<file path="src/rtl/alu_issue_if.sv">
// Operand-issue bundle between the decode stage, alu_issue and the ALU/writeback side.
// The issuer takes the master view; the surrounding environment takes the slave view.
interface alu_issue_if #(
  parameter int XLEN   = 32,
  parameter int ALUC_W = 4
);
  logic              in_valid;
  logic              in_ready;
  logic [31:0]       in_inst;
  logic [XLEN-1:0]   in_pc;
  logic [XLEN-1:0]   in_rs1_data;
  logic [XLEN-1:0]   in_rs2_data;
  logic              out_valid;
  logic              out_ready;
  logic [ALUC_W-1:0] out_aluc;
  logic [XLEN-1:0]   out_num1;
  logic [XLEN-1:0]   out_num2;
  logic [3:0]        out_rd;
  logic              out_wen;
  logic              out_illegal;
  logic              halted;

  modport master (
    input  in_valid, in_inst, in_pc, in_rs1_data, in_rs2_data, out_ready,
    output in_ready, out_valid, out_aluc, out_num1, out_num2, out_rd, out_wen,
           out_illegal, halted
  );

  modport slave (
    output in_valid, in_inst, in_pc, in_rs1_data, in_rs2_data, out_ready,
    input  in_ready, out_valid, out_aluc, out_num1, out_num2, out_rd, out_wen,
           out_illegal, halted
  );
endinterface

</file>
<file path="src/rtl/alu_issue.sv">
// Decodes the supported RV32E subset into ALU operands and issues them through a
// 2-entry (head + skid) buffer; an illegal instruction is passed along flagged and halts intake.
module alu_issue #(
  parameter int XLEN   = 32,
  parameter int ALUC_W = 4
) (
  input  logic        clk,
  input  logic        rst,
  alu_issue_if.master bus
);
  localparam logic [ALUC_W-1:0] ALU_ADD  = ALUC_W'(1);
  localparam logic [ALUC_W-1:0] ALU_SUB  = ALUC_W'(2);
  localparam logic [ALUC_W-1:0] ALU_JALR = ALUC_W'(3);

  localparam logic [6:0] OP_IMM   = 7'b0010011;
  localparam logic [6:0] OP_REG   = 7'b0110011;
  localparam logic [6:0] OP_LUI   = 7'b0110111;
  localparam logic [6:0] OP_AUIPC = 7'b0010111;
  localparam logic [6:0] OP_JAL   = 7'b1101111;
  localparam logic [6:0] OP_JALR  = 7'b1100111;

  typedef struct packed {
    logic [ALUC_W-1:0] aluc;
    logic [XLEN-1:0]   num1;
    logic [XLEN-1:0]   num2;
    logic [3:0]        rd;
    logic              wen;
    logic              illegal;
  } entry_t;

  typedef enum logic [1:0] {S_EMPTY, S_ONE, S_TWO} state_t;

  state_t      r_state, w_nxt;
  entry_t      r_head, r_skid, w_dec;
  logic        r_halted;
  logic        w_ok, w_in_ready, w_in_x, w_out_x;
  logic        w_ld_head, w_ld_skid, w_head_from_skid;
  logic [6:0]  w_op;
  logic [2:0]  w_f3;
  logic [6:0]  w_f7;
  logic [XLEN-1:0] w_imm_i, w_imm_u;

  assign w_op    = bus.in_inst[6:0];
  assign w_f3    = bus.in_inst[14:12];
  assign w_f7    = bus.in_inst[31:25];
  assign w_imm_i = XLEN'($signed(bus.in_inst[31:20]));
  assign w_imm_u = XLEN'($signed({bus.in_inst[31:12], 12'b0}));

  // Register index checks only apply to fields the instruction actually uses;
  // elsewhere those bits are immediate.
  always_comb begin
    w_dec    = '0;
    w_ok     = 1'b0;
    w_dec.rd = bus.in_inst[10:7];
    case (w_op)
      OP_IMM: if (w_f3 == 3'b000 && !bus.in_inst[19]) begin
        w_ok = 1'b1; w_dec.aluc = ALU_ADD;
        w_dec.num1 = bus.in_rs1_data; w_dec.num2 = w_imm_i;
      end
      OP_REG: if (w_f3 == 3'b000 && !bus.in_inst[19] && !bus.in_inst[24] &&
                  (w_f7 == 7'h00 || w_f7 == 7'h20)) begin
        w_ok = 1'b1; w_dec.aluc = (w_f7 == 7'h20) ? ALU_SUB : ALU_ADD;
        w_dec.num1 = bus.in_rs1_data; w_dec.num2 = bus.in_rs2_data;
      end
      OP_LUI: begin
        w_ok = 1'b1; w_dec.aluc = ALU_ADD; w_dec.num1 = '0; w_dec.num2 = w_imm_u;
      end
      OP_AUIPC: begin
        w_ok = 1'b1; w_dec.aluc = ALU_ADD; w_dec.num1 = bus.in_pc; w_dec.num2 = w_imm_u;
      end
      OP_JAL: begin
        w_ok = 1'b1; w_dec.aluc = ALU_ADD; w_dec.num1 = bus.in_pc; w_dec.num2 = XLEN'(4);
      end
      OP_JALR: if (w_f3 == 3'b000 && !bus.in_inst[19]) begin
        w_ok = 1'b1; w_dec.aluc = ALU_JALR;
        w_dec.num1 = bus.in_rs1_data; w_dec.num2 = w_imm_i;
      end
      default: w_ok = 1'b0;
    endcase
    if (bus.in_inst[11]) w_ok = 1'b0;
    if (!w_ok) begin
      w_dec.aluc = '0;
      w_dec.num1 = XLEN'(bus.in_inst);
      w_dec.num2 = bus.in_pc;
    end
    w_dec.illegal = !w_ok;
    w_dec.wen     = w_ok && (w_dec.rd != 4'd0);
  end

  assign w_in_ready = (r_state != S_TWO) && !r_halted && !rst;
  assign w_in_x     = bus.in_valid && w_in_ready;
  assign w_out_x    = (r_state != S_EMPTY) && bus.out_ready;

  always_ff @(posedge clk or posedge rst) begin
    if (rst) r_state <= S_EMPTY;
    else     r_state <= w_nxt;
  end

  always_comb begin
    w_nxt            = r_state;
    w_ld_head        = 1'b0;
    w_ld_skid        = 1'b0;
    w_head_from_skid = 1'b0;
    case (r_state)
      S_EMPTY: if (w_in_x) begin w_nxt = S_ONE; w_ld_head = 1'b1; end
      S_ONE: begin
        if (w_in_x && w_out_x) w_ld_head = 1'b1;
        else if (w_in_x)  begin w_nxt = S_TWO; w_ld_skid = 1'b1; end
        else if (w_out_x) w_nxt = S_EMPTY;
      end
      S_TWO: if (w_out_x) begin
        w_nxt = S_ONE; w_ld_head = 1'b1; w_head_from_skid = 1'b1;
      end
      default: w_nxt = S_EMPTY;
    endcase
  end

  always_ff @(posedge clk or posedge rst) begin
    if (rst) begin
      r_head   <= '0;
      r_skid   <= '0;
      r_halted <= 1'b0;
    end else begin
      if (w_ld_head) r_head <= w_head_from_skid ? r_skid : w_dec;
      if (w_ld_skid) r_skid <= w_dec;
      if (w_in_x && w_dec.illegal) r_halted <= 1'b1;
    end
  end

  assign bus.in_ready    = w_in_ready;
  assign bus.out_valid   = (r_state != S_EMPTY);
  assign bus.out_aluc    = r_head.aluc;
  assign bus.out_num1    = r_head.num1;
  assign bus.out_num2    = r_head.num2;
  assign bus.out_rd      = r_head.rd;
  assign bus.out_wen     = r_head.wen;
  assign bus.out_illegal = r_head.illegal;
  assign bus.halted      = r_halted;
endmodule
</file>
<file path="src/flat_wrapper.sv">
// flat-port wrapper written by rule: the top's interface ports become plain ports
module alu_issue_flat 
#(
  parameter int XLEN   = 32,
  parameter int ALUC_W = 4
)
  (clk, rst, bus_in_valid, bus_in_inst, bus_in_pc, bus_in_rs1_data, bus_in_rs2_data, bus_out_ready, bus_in_ready, bus_out_valid, bus_out_aluc, bus_out_num1, bus_out_num2, bus_out_rd, bus_out_wen, bus_out_illegal, bus_halted);
  alu_issue_if #(.XLEN(XLEN), .ALUC_W(ALUC_W)) bus_i ();
  input  logic clk;
  input  logic rst;
  input wire logic [$bits(bus_i.in_valid)-1:0] bus_in_valid;
  input wire logic [$bits(bus_i.in_inst)-1:0] bus_in_inst;
  input wire logic [$bits(bus_i.in_pc)-1:0] bus_in_pc;
  input wire logic [$bits(bus_i.in_rs1_data)-1:0] bus_in_rs1_data;
  input wire logic [$bits(bus_i.in_rs2_data)-1:0] bus_in_rs2_data;
  input wire logic [$bits(bus_i.out_ready)-1:0] bus_out_ready;
  output wire logic [$bits(bus_i.in_ready)-1:0] bus_in_ready;
  output wire logic [$bits(bus_i.out_valid)-1:0] bus_out_valid;
  output wire logic [$bits(bus_i.out_aluc)-1:0] bus_out_aluc;
  output wire logic [$bits(bus_i.out_num1)-1:0] bus_out_num1;
  output wire logic [$bits(bus_i.out_num2)-1:0] bus_out_num2;
  output wire logic [$bits(bus_i.out_rd)-1:0] bus_out_rd;
  output wire logic [$bits(bus_i.out_wen)-1:0] bus_out_wen;
  output wire logic [$bits(bus_i.out_illegal)-1:0] bus_out_illegal;
  output wire logic [$bits(bus_i.halted)-1:0] bus_halted;
  assign bus_i.in_valid = bus_in_valid;
  assign bus_i.in_inst = bus_in_inst;
  assign bus_i.in_pc = bus_in_pc;
  assign bus_i.in_rs1_data = bus_in_rs1_data;
  assign bus_i.in_rs2_data = bus_in_rs2_data;
  assign bus_i.out_ready = bus_out_ready;
  assign bus_in_ready = bus_i.in_ready;
  assign bus_out_valid = bus_i.out_valid;
  assign bus_out_aluc = bus_i.out_aluc;
  assign bus_out_num1 = bus_i.out_num1;
  assign bus_out_num2 = bus_i.out_num2;
  assign bus_out_rd = bus_i.out_rd;
  assign bus_out_wen = bus_i.out_wen;
  assign bus_out_illegal = bus_i.out_illegal;
  assign bus_halted = bus_i.halted;
  alu_issue #(.XLEN(XLEN), .ALUC_W(ALUC_W)) u_core (.clk(clk), .rst(rst), .bus(bus_i));
endmodule
</file>
<file path="config.mk">
export PLATFORM = sky130hd
export DESIGN_NAME = alu_issue_flat
export DESIGN_NICKNAME = d
export VERILOG_FILES = /design/src/rtl/alu_issue_if.sv /design/src/rtl/alu_issue.sv /design/src/flat_wrapper.sv
export SDC_FILE = /design/constraint.sdc
export NUM_CORES = 1
export LEC_CHECK = 0
export CORE_MARGIN = 4
export CORE_UTILIZATION = 42
export CTS_BUF_LIST = sky130_fd_sc_hd__clkbuf_4 sky130_fd_sc_hd__clkbuf_8
export DETAILED_ROUTE_END_ITERATION = 7
export PLACE_DENSITY_LB_ADDON = 0.3
export SETUP_SLACK_MARGIN = 0.3
export SYNTH_ARGS = -nofsm -noshare
export SYNTH_HDL_FRONTEND = slang
export SYNTH_SLANG_ARGS = --single-unit
</file>
<file path="constraint.sdc">
create_clock -name clk -period 5.5 [get_ports clk]
set_clock_uncertainty 0.05 [all_clocks]
set_input_delay 1.65 -clock clk [delete_from_list [all_inputs] [get_ports clk]]
set_output_delay 1.65 -clock clk [all_outputs]
set_load 0.03 [all_outputs]
</file>
* Word level (Yosys, flattened, before mapping)
Cells that the tools add are included.
** Word-level totals
- Register bits after elaboration :: 151
- Latch bits :: 0
- RAM bits :: 0
- Memory bits (read-only) :: 0
- Output and inout port bits :: 77
- Memories :: 0
** Cells by class
- Add/subtract/negate cells :: 0
- Multipliers :: 0
- Divide/modulo/power cells :: 0
- Magnitude comparators :: 0
- Equality and inequality tests :: 14
- Shifts and indexed selects :: 0
- Multiplexer cells :: 24
- Bitwise logic cells :: 0
- Reduce and logical (&&, ||, !) cells :: 24
** Operators with widths (number)
- one-hot mux 68 bit (6 select lines) :: 1
- two-way mux 68 bit :: 2
- two-way mux 74 bit :: 1
- two-way mux 66 bit :: 1
- two-way mux 65 bit :: 1
- == test 7 x 6 -> 1 bit, second input constant :: 3
- == test 7 x 5 -> 1 bit, second input constant :: 2
- == test 7 bit, second input constant :: 2
- two-way mux 2 bit :: 6
- logical AND 1 bit :: 10
- two-way mux 1 bit :: 9
- logical NOT 7 bit :: 1
- one-hot mux 1 bit (3 select lines) :: 2
- one-hot mux 2 bit (3 select lines) :: 1
- logical NOT 1 bit :: 5
- inequality test 2 x 1 -> 1 bit, second input constant :: 2
- inequality test 2 bit, second input constant :: 2
- AND reduction 4 bit :: 1
- nonzero test 4 bit :: 1
- logical NOT 3 bit :: 1
- inequality test 3 x 1 -> 1 bit, second input constant :: 1
- OR reduction 3 bit :: 1
- == test 2 x 1 -> 1 bit, second input constant :: 1
- == test 2 bit, second input constant :: 1
- 4 further kinds :: 4

* Logic depth before layout (Yosys ltp)
Gate-level depths: netlist of run 1.
- Word-level depth :: 9
- Depth in mapped cells :: 9
- Mapped depth without buffers :: 5

* Least setup slack after synthesis of run 1
Ideal clock, no wire load.
- Path kind :: in2reg
- Start :: in rst
- End :: reg u_core.r_halted, in the netlist u_core.bus.halted
- Arrival :: 5076 ps
- Setup slack :: 294 ps
- Stages :: 2
- Cells stage by stage :: inv_1 > a41o_1
** Between the ends
- Cells in the longest elaborated chain, start to end :: 4
** Ends and longest elaborated chain
- start: declaration :: line flat_wrapper.sv:10 : input logic rst;
- logical NOT 1 bit :: line alu_issue.sv:90 : assign w_in_ready = (r_state != S_TWO) && !r_halted && !rst;
- logical AND 1 bit :: line alu_issue.sv:90
- logical AND 1 bit :: line alu_issue.sv:91 : assign w_in_x = bus.in_valid && w_in_ready;
- logical AND 1 bit :: line alu_issue.sv:126 : if (w_in_x && w_dec.illegal) r_halted <= 1'b1;
- end signal: assignment :: line alu_issue.sv:122 : r_halted <= 1'b0;
- end signal: assignment :: line alu_issue.sv:126
- end: declaration :: line alu_issue.sv:35 : logic r_halted;
Every way passes these cells.
A chain may end at the register's enable or synchronous reset.

* Final worst setup path of run 1
- Start :: in rst
- End :: out bus_in_ready
** Between the ends
- Cells in the longest elaborated chain, start to end :: 2
** Ends and longest elaborated chain
- logical NOT 1 bit :: line alu_issue.sv:90
- logical AND 1 bit :: line alu_issue.sv:90
- end: declaration :: line flat_wrapper.sv:17 : output wire logic [$bits(bus_i.in_ready)-1:0] bus_in_ready;
Every way passes these cells.

==> results.yml, run 1 <==
cts:
  tritoncts: "yes"
  cts_setup_buffers: 0
  clock-sinks: 147
  worstSkewPairLatency_ns: 0.47
  ctsHoldBuffers: 0
  clockRootBuffer: "clkbuf_8"
  cts_max_level: 4
  clk_pin_slew_worst_paths_ns: 0.07
  cts-resized-gates: 0
  cts_made_buffers: 17
  max-clock-path-buffers: 2
worst_hold_path:
  min_from: "u_core.r_skid[55]$_DFFE_PP0P_"
  hold_class: "flop to flop"
  min_path_cells: 2
  hold_path_end: "u_core.r_skid[55]$_DFFE_PP0P_"
cells_and_area:
  syn_to_final_growth_pct: 31.4
  fin_util: 0.565
  nets: 1201
  final_design_area_no_fill_um2: 11000
  layout-drive-gt1-share: 0.121
  n_antenna_cell: 0
  final.fill_count: 1769
route:
  vias_per_cell: 6.35
  drt_wl_total_um: 32500
  first_pass_iters: 5
  dr.first_iter.drc_count: 1163
  antenna_left: 0
  drc: 0
  num_vias: 8550
  wl_per_cell_um: 24.2
timing:
  tns_ns: 0
  max_freq_ghz: 0.211
  layout_min_cycle_time_ns: 4.75
  fin_crit_sh: 0.864
  rsz0062_at_grt: "no"
  slew_headroom: 0.185
  drv_slew: 0
  hold_violations: 0
  setup_violations: 0
  whs_ns: 0.434
  tightestPinTransition_ns: 1.22
grt:
  grt_pass1_wl_um: 48900
  grt_max_degree: 147
  grt_pass1_vias: 8158
  grt.total_usage: 0.287
  antenna_found_initial: 0
  globalRouteOverflowTotal: 0
critical_path:
  cp_common_cell: "clkdlybuf4s50_1"
  slowest_stage: "clkdlybuf4s50_1"
  ff2ff_path_depth: 6
  cp_max_fo: 4
  rrSetupSlack_ns: 2.58
  crit_path_end_kind: "output port"
  crit_chain: "clkdlybuf4s50_1 -> nor3_1 -> clkdlybuf4s50_1"
  crit_arrival_ns: 3.05
  required_ns: 3.80
  worstReg2RegStart: "u_core.r_state[1]$_DFFE_PP0P_"
  worstSetupStartpointType: "primary input"
  cpPeakStageDelay_ns: 0.69
  worst_r2r_endpoint: "u_core.bus.out_num1[6]$_DFFE_PP0P_"
  crit_type: "primary input to output port"
die:
  die_h_um: 149
  io-pin-count: 209
  die_x_um: 149
  core.rowCount: 51
  die_area_um2: 22300
  initial_utilization: 0.430
  core_um2: 19500
power_and_ir_drop:
  vdd_drop_max_mv: 0.149
  p_leak_nw: 4.74
  power_density_nw_per_um2: 313
synthesis:
  synth_edf_count: 0
  synthArstFlopShare: 1.00
  avgSynthCellArea_um2: 9.23
  ys_seq_area_frac: 0.438
  synth-seq-cells: 147
  netlist_area_um2: 8390
  synthFlopType: "dfrtp_1"
  synth_warnings: 0
  syn_inst: 909
  synth_cell_types: 60
run_status:
  outcome: "finished clean"
run:
  cap_violations: 0
place:
  post_dp_cell_area_um2: 10600
  portBuffers: 206
  place_congestion: 0.855
  hpwlAfterDp_um: 21700
==> sequential cells by signal, indices dropped and copies added (netlist names) <==
signal,cells
u_core.bus.halted,1
u_core.bus.out_aluc,2
u_core.bus.out_illegal,1
u_core.bus.out_num1,32
u_core.bus.out_num2,32
u_core.bus.out_rd,4
u_core.bus.out_wen,1
u_core.r_skid,72
u_core.r_state,2
==> worst max path at each step <==
stage          from                             to  slack, ns
4_1_cts         rst                   bus_in_ready       0.75
3_3_place_gp    rst                   bus_in_ready       0.76
5_1_grt         rst                   bus_in_ready       0.68
3_5_place_dp    rst                   bus_in_ready       0.76
2_1_floorplan   rst  u_core.bus.halted$_DFFE_PP0P_       1.12
6_report        rst                   bus_in_ready       0.75
==> layout make-up <==
type | instances | area (um^2) | area share
Timing Repair Buffer | 236 | 2310 | 0.210
Multi-Input combinational cell | 643 | 4220 | 0.383
Clock buffer | 21 | 277 | 0.0251
Clock inverter | 10 | 109 | 0.00987
Inverter | 24 | 93.8 | 0.00851
Sequential cell | 147 | 3680 | 0.334
Tap cell | 265 | 332 | 0.0301
==> cell families after synthesis <==
group / after synthesis / share of synthesized area
and+or+nand+nor: 272 / 0.147
other: 1 / 0.000447
buffers and inverters: 120 / 0.0614
AOI/OAI and AO/OA: 368 / 0.351
DFF: 147 / 0.438
muxes: 1 / 0.00119
==> cell usage after synthesis (10+ instances only) <==
| master | n | share of area |
|---|---|---|
| a211oi_2 | 10 | 0.015 |
| a22oi_1 | 17 | 0.015 |
| nor3_1 | 44 | 0.026 |
| dfrtp_1 | 147 | 0.44 |
| a21o_1 | 10 | 0.0089 |
| o21ai_0 | 28 | 0.017 |
| o31ai_1 | 64 | 0.057 |
| inv_1 | 24 | 0.011 |
| a21oi_1 | 57 | 0.034 |
| and3_1 | 20 | 0.015 |
| a221o_1 | 39 | 0.047 |
| a221oi_1 | 10 | 0.010 |
| a22o_1 | 23 | 0.024 |
| a221oi_2 | 20 | 0.036 |
| a31o_2 | 14 | 0.015 |
| a32o_1 | 19 | 0.023 |
| buf_2 | 25 | 0.015 |
| nor2_1 | 92 | 0.041 |
| nand2_1 | 88 | 0.039 |
| clkbuf_1 | 60 | 0.027 |
| o21ai_1 | 20 | 0.012 |
==> power breakdown <==
| part | switching (mW) | internal [mW] |
|---|---|---|
| Sequential | 0.132 | 1.28 |
| Clock | 0.421 | 0.431 |
| Combinational | 0.646 | 0.542 |
==> through the flow <==
| stage | total power, mW | instances | worst slack, ns |
|---|---|---|---|
| 2_1_floorplan | 2.05 | 910 | 1.12 |
| 6_report | 3.45 | 1346 | 0.750 |
| 4_1_cts | 3.47 | 1346 | 0.753 |
| 3_3_place_gp | 2.61 | 1315 | 0.756 |
| 3_5_place_dp | 2.62 | 1315 | 0.761 |
| 5_1_grt | 3.60 | 1346 | 0.683 |
==> cells in the final DEF, fill, tap and decap left out, drive strengths merged, types with 11 or more instances in the layout <==
| cell | n |
|---|---|
| clkdlybuf4s50 | 206 |
| dfrtp | 147 |
| nor2 | 94 |
| nand2 | 88 |
| o31ai | 64 |
| a21oi | 60 |
| o21ai | 49 |
| nor3 | 45 |
| a221o | 39 |
| buf | 30 |
| a221oi | 30 |
| a22o | 23 |
| inv | 23 |
| clkbuf | 21 |
| and3 | 20 |
| a32o | 19 |
| a211oi | 19 |
| a22oi | 17 |
| a31o | 14 |
| a21o | 11 |
==> critical path: cells and delay by family <==
kind / cells / cell delay, ns
and+or+nand+nor: 1 / 0.20
buffers and inverters: 2 / 1.19
==> per-layer routing <==
| metal | up-vias | GRT usage | wire, um |
|---|---|---|---|
| met5 | - | 0 | 0 |
| met2 | 578 | 0.439 | 14700 |
| li1 | 3774 | - | - |
| met1 | 4128 | 0.400 | 13200 |
| met4 | 0 | 0.111 | 1070 |
| met3 | 70 | 0.0599 | 3520 |
Power figures use the tool's default switching activity.
==> inputs of run 2 (changes only) <==
Settings changed: CORE_MARGIN 4 to 3.
==> run 2 against run 1 <==
- die area down 2.7%
- global-route usage up 0.76 points
- sequential share of layout area down 0.30 points
- critical path depth unchanged
- final area up 0.90%
- register-to-register slack better by 0.36 ns
- maximum frequency down 0.16%
- combinational power about the same
- largest cell class unchanged
- largest power group unchanged
- highest routed layer unchanged
==> results.yml, run 2 (synthesis results as in run 1) <==
die:
  io-pin-count: 209
  die_h_um: 147
  die_area_um2: 21700
  core_um2: 19500
  core.rowCount: 51
  die_x_um: 147
  initial_utilization: 0.430
critical_path:
  slowest_stage: "clkdlybuf4s50_1"
  required_ns: 3.80
  crit_type: "primary input to output port"
  crit_chain: "clkdlybuf4s50_1 -> nor3_1 -> clkdlybuf4s50_1"
  worstSetupStartpointType: "primary input"
  cp_max_fo: 4
  cpPeakStageDelay_ns: 0.69
  crit_arrival_ns: 3.06
  crit_path_end_kind: "output port"
  cp_common_cell: "clkdlybuf4s50_1"
cells_and_area:
  n_antenna_cell: 0
  layout_commonest_cell: "clkdlybuf4s50_1"
  layout-drive-gt1-share: 0.128
  largest_reg_flops: 72
  layout_common_cells: "clkdlybuf4s50_1 (206), dfrtp_1 (147), nor2_1 (92)"
  largest-register: "u_core.r_skid"
  syn_to_final_growth_pct: 32.6
  nets: 1208
place:
  place_congestion: 0.862
  hpwlAfterDp_um: 21500
  pre_cts_slack_ns: 0.738
  portBuffers: 206
grt:
  globalRouteOverflowTotal: 0
  grt_max_degree: 148
  grt.total_usage: 0.294
  antenna_found_initial: 0
  grt_pass1_wl_um: 49500
  grt_pass1_vias: 8343
route:
  antenna_left: 0
  wl_met2_um: 14500
  drc: 0
  drt-met1-wl_um: 13100
  vias_per_cell: 6.33
  wl_per_cell_um: 23.9
  drt_wl_total_um: 32300
  top_layer_used: "met4"
  first_pass_iters: 5
  dr.first_iter.drc_count: 980
  wl_met3_um: 3220
  num_vias: 8565
cts:
  clock-sinks: 147
  clockRootBuffer: "clkbuf_8"
  clk_pin_slew_worst_paths_ns: 0.08
  cts_setup_buffers: 0
  tritoncts: "yes"
  max-clock-path-buffers: 2
  cts-resized-gates: 0
  cts_made_buffers: 17
  ctsHoldBuffers: 0
  worstSkewPairLatency_ns: 0.46
  cts_max_level: 4
power_and_ir_drop:
  vdd_drop_max_mv: 0.160
  p_leak_nw: 4.79
  power_density_nw_per_um2: 320
timing:
  layout_min_cycle_time_ns: 4.76
  finalWorstSetupSlack_ns: 0.743
  drv_slew: 0
  setup_violations: 0
  fin_crit_sh: 0.865
  hold_violations: 0
  tns_ns: 0
  tightestPinTransition_ns: 0.921
  max_freq_ghz: 0.210
  rsz0062_at_grt: "no"
  slew_headroom: 0.384
worst_hold_path:
  hold_class: "flop to flop"
run:
  cap_violations: 0
run_status:
  outcome: "finished clean"
-- run 2: cell count changes in the layout (fill, tap and decap cells not counted) --
cell / before / now
buf_4: 28 / 36
clkinv_2: 5 / 3
clkbuf_4: 2 / 0
clkinv_4: 1 / 2
clkinvlp_4: 3 / 5
buf_12: 2 / 1
bufinv_16: 2 / 4
-- run 2: area by class of cell --
class	instances	area, um^2
clock buffers	19	262
clock inverters	13	183
fillers	1730	8400
inverters	24	93.8
multi-input cells	643	4220
flip-flops and latches	147	3680
well taps	265	332
repair buffers	243	2350
-- run 2: power by group --
| part | switching [mW] | internal [mW] | leakage (nW) |
|---|---|---|---|
| Sequential | 0.133 | 1.28 | 1.92 |
| Combinational | 0.647 | 0.543 | 2.65 |
| Clock | 0.441 | 0.517 | 0.214 |
-- run 2: worst paths after layout --
path,start,to,slack (ns),depth (start not counted)
setup / recovery,rst,bus_in_ready,0.74,3
hold / removal,u_core.r_skid[5]$_DFFE_PP0P_,u_core.r_skid[5]$_DFFE_PP0P_,0.44,2
setup reg to reg,u_core.r_state[0]$_DFFE_PP0P_,u_core.bus.out_num1[4]$_DFFE_PP0P_,2.94,6
hold reg to reg,u_core.r_skid[5]$_DFFE_PP0P_,u_core.r_skid[5]$_DFFE_PP0P_,0.44,2
max in group asynchronous,rst,u_core.bus.out_num2[19]$_DFFE_PP0P_,2.95,3
min in group asynchronous,rst,u_core.bus.halted$_DFFE_PP0P_,1.82,3
-- run 2: metrics by stage --
step           instances  hold WS (ns)  total power, mW  instance area (um^2)   util
6_report            1354         0.435             3.56                 11100  0.570
3_5_place_dp        1322         0.415             2.62                 10700  0.547
2_1_floorplan        910         0.396             2.05                  8400      -
5_1_grt             1354         0.445             3.72                 11100  0.570
3_3_place_gp        1322         0.409             2.61                 10700  0.547
4_1_cts             1354         0.434             3.58                 11100  0.570
-- run 2: critical path: cells and delay by family --
family,cells,cell delay [ns]
AND/OR/NAND/NOR,1,0.21
buffers and inverters,2,1.19
-- run 2: layer usage --
layer	vias up	global-route usage
met2	546	0.433
met3	100	0.0743
met1	4143	0.406
met4	0	0.144
met5	-	0
li1	3776	-
==> inputs of run 3 (changes only) <==
Settings changed: CAP_MARGIN set to 15, CORE_MARGIN 3 to 10.
==> run 3 against run 2 <==
- largest power group unchanged
- combinational power about the same
- utilization decreased by 0.29 points
- non-clock buffer count decreased by 8
- first-iteration DRC count increased by 14%
- final cell count decreased by 0.74%
- die area increased by 20%
- register-to-register slack improved by 0.03 ns
- critical endpoint unchanged
- setup slack got worse by 0.0043 ns
- highest routed layer unchanged
==> results.yml, run 3 (synthesis results as in run 1) <==
power_and_ir_drop:
  vdd_drop_max_mv: 0.185
  p_leak_nw: 4.76
  p_clk_frac: 0.264
  p_sw_frac: 0.344
  seqPwrFrac: 0.397
  net-switching-power_mw: 1.22
  internal_power_mw: 2.32
  power_density_nw_per_um2: 320
  pwr-share-comb: 0.340
critical_path:
  worstSetupStartpointType: "primary input"
  crit_chain: "clkdlybuf4s50_1 -> nor3_1 -> clkdlybuf4s50_1"
  worstReg2RegStart: "u_core.r_state[1]$_DFFE_PP0P_"
  crit_arrival_ns: 3.06
  crit_path_end_kind: "output port"
  slowest_stage: "clkdlybuf4s50_1"
  cp_max_fo: 4
  crit_type: "primary input to output port"
  cp_common_cell: "clkdlybuf4s50_1"
  cp-startpoint: "rst"
  worst_r2r_endpoint: "u_core.r_skid[18]$_DFFE_PP0P_"
  cpPeakStageDelay_ns: 0.70
  ff2ff_path_depth: 5
  rrSetupSlack_ns: 2.97
  endpoint: "bus_in_ready"
  required_ns: 3.80
run:
  cap_violations: 0
die:
  io-pin-count: 209
  die_h_um: 161
  die_area_um2: 26000
  initial_utilization: 0.430
  die_x_um: 161
  core.rowCount: 51
  core_um2: 19500
route:
  drt_wl_total_um: 33700
  wl_met3_um: 3740
  top_layer_used: "met4"
  wl_met2_um: 15300
  antenna_left: 0
  vias_per_cell: 6.33
  first_pass_iters: 6
  drc: 0
  wl_per_cell_um: 25.1
  dr.first_iter.drc_count: 1115
  num_vias: 8503
  drt-met1-wl_um: 13800
cells_and_area:
  layout_commonest_cell: "clkdlybuf4s50_1"
  final.fill_count: 1774
  layout-drive-gt1-share: 0.120
  syn_to_final_growth_pct: 31.9
  fin_util: 0.567
  layout_common_cells: "clkdlybuf4s50_1 (206), dfrtp_1 (147), nor2_1 (92)"
  final_design_area_no_fill_um2: 11100
  nets: 1200
  largest_reg_flops: 72
  largest-register: "u_core.r_skid"
  n_antenna_cell: 0
cts:
  clk_pin_slew_worst_paths_ns: 0.08
  cts_setup_buffers: 0
  clockRootBuffer: "clkbuf_8"
  cts-resized-gates: 0
  max-clock-path-buffers: 2
  cts_made_buffers: 17
  clock-sinks: 147
  worstSkewPairLatency_ns: 0.46
  ctsHoldBuffers: 0
  tritoncts: "yes"
  cts_max_level: 4
grt:
  grt_pass1_vias: 8288
  grt.total_usage: 0.250
  globalRouteOverflowTotal: 0
  antenna_found_initial: 0
  grt_pass1_wl_um: 50900
  grt_max_degree: 148
timing:
  setup_violations: 0
  tightestPinTransition_ns: 0.987
  max_freq_ghz: 0.210
  fin_crit_sh: 0.866
  slew_headroom: 0.340
  rsz0062_at_grt: "no"
  tns_ns: 0
  hold_violations: 0
  layout_min_cycle_time_ns: 4.76
  drv_slew: 0
  whs_ns: 0.436
worst_hold_path:
  hold_class: "flop to flop"
place:
  place_congestion: 0.860
  hpwlAfterDp_um: 23000
  portBuffers: 206
  post_dp_cell_area_um2: 10600
run_status:
  outcome: "finished clean"
run 3: changes by cell type in the layout (fill, tap and decap cells not counted), sizes merged:
| cell | previous run | this run |
|---|---|---|
| clkbuf | 19 | 22 |
| bufinv | 4 | 3 |
| buf | 37 | 29 |
| clkinvlp | 5 | 1 |
run 3: worst min path at each step:
stage	to	from	slack, ns	depth (start not counted)
floorplan	u_core.r_skid[70]$_DFFE_PP0P_	u_core.r_skid[70]$_DFFE_PP0P_	0.40	2
global placement	u_core.r_skid[5]$_DFFE_PP0P_	u_core.r_skid[5]$_DFFE_PP0P_	0.41	2
detailed placement	u_core.r_skid[70]$_DFFE_PP0P_	u_core.r_skid[70]$_DFFE_PP0P_	0.42	2
CTS	u_core.r_skid[70]$_DFFE_PP0P_	u_core.r_skid[70]$_DFFE_PP0P_	0.44	2
global route	u_core.r_skid[58]$_DFFE_PP0P_	u_core.r_skid[58]$_DFFE_PP0P_	0.45	2
finish	u_core.r_skid[5]$_DFFE_PP0P_	u_core.r_skid[5]$_DFFE_PP0P_	0.44	2
run 3: final cells by class:
cell class,instances,area [um^2],share of cell area
clock buffer,22,297,0.0268
clock inverter,8,126,0.0114
inverter,24,93.8,0.00848
multi-input combinational,643,4220,0.382
sequential,147,3680,0.332
tap,265,332,0.0300
timing repair buffer,235,2320,0.209
run 3: metal layers:
metal	vias up	track usage
li1	3765	-
met1	4138	0.336
met5	-	0
met2	537	0.374
met3	63	0.0724
met4	0	0.0918
run 3: power by group through the flow:
stage	clock network (mW)	registers, mW	logic (mW)
final	0.933	1.41	1.20
after global placement	0	1.42	1.19
after floorplan	0	1.72	0.328
after global routing	0.981	1.43	1.28
after detailed placement	0	1.42	1.21
after CTS	0.935	1.40	1.21
run 3: worst max-delay path: cells and delay by family:
family | cells | cell delay, ns
buffers and inverters | 2 | 1.20
and+or+nand+nor | 1 | 0.21
run 3: through the flow:
step | total power [mW] | worst slack, ns | cells
floorplan | 2.05 | 1.12 | 910
global placement | 2.61 | 0.740 | 1314
detailed placement | 2.63 | 0.736 | 1314
CTS | 3.55 | 0.731 | 1344
global route | 3.68 | 0.661 | 1344
finish | 3.54 | 0.738 | 1344
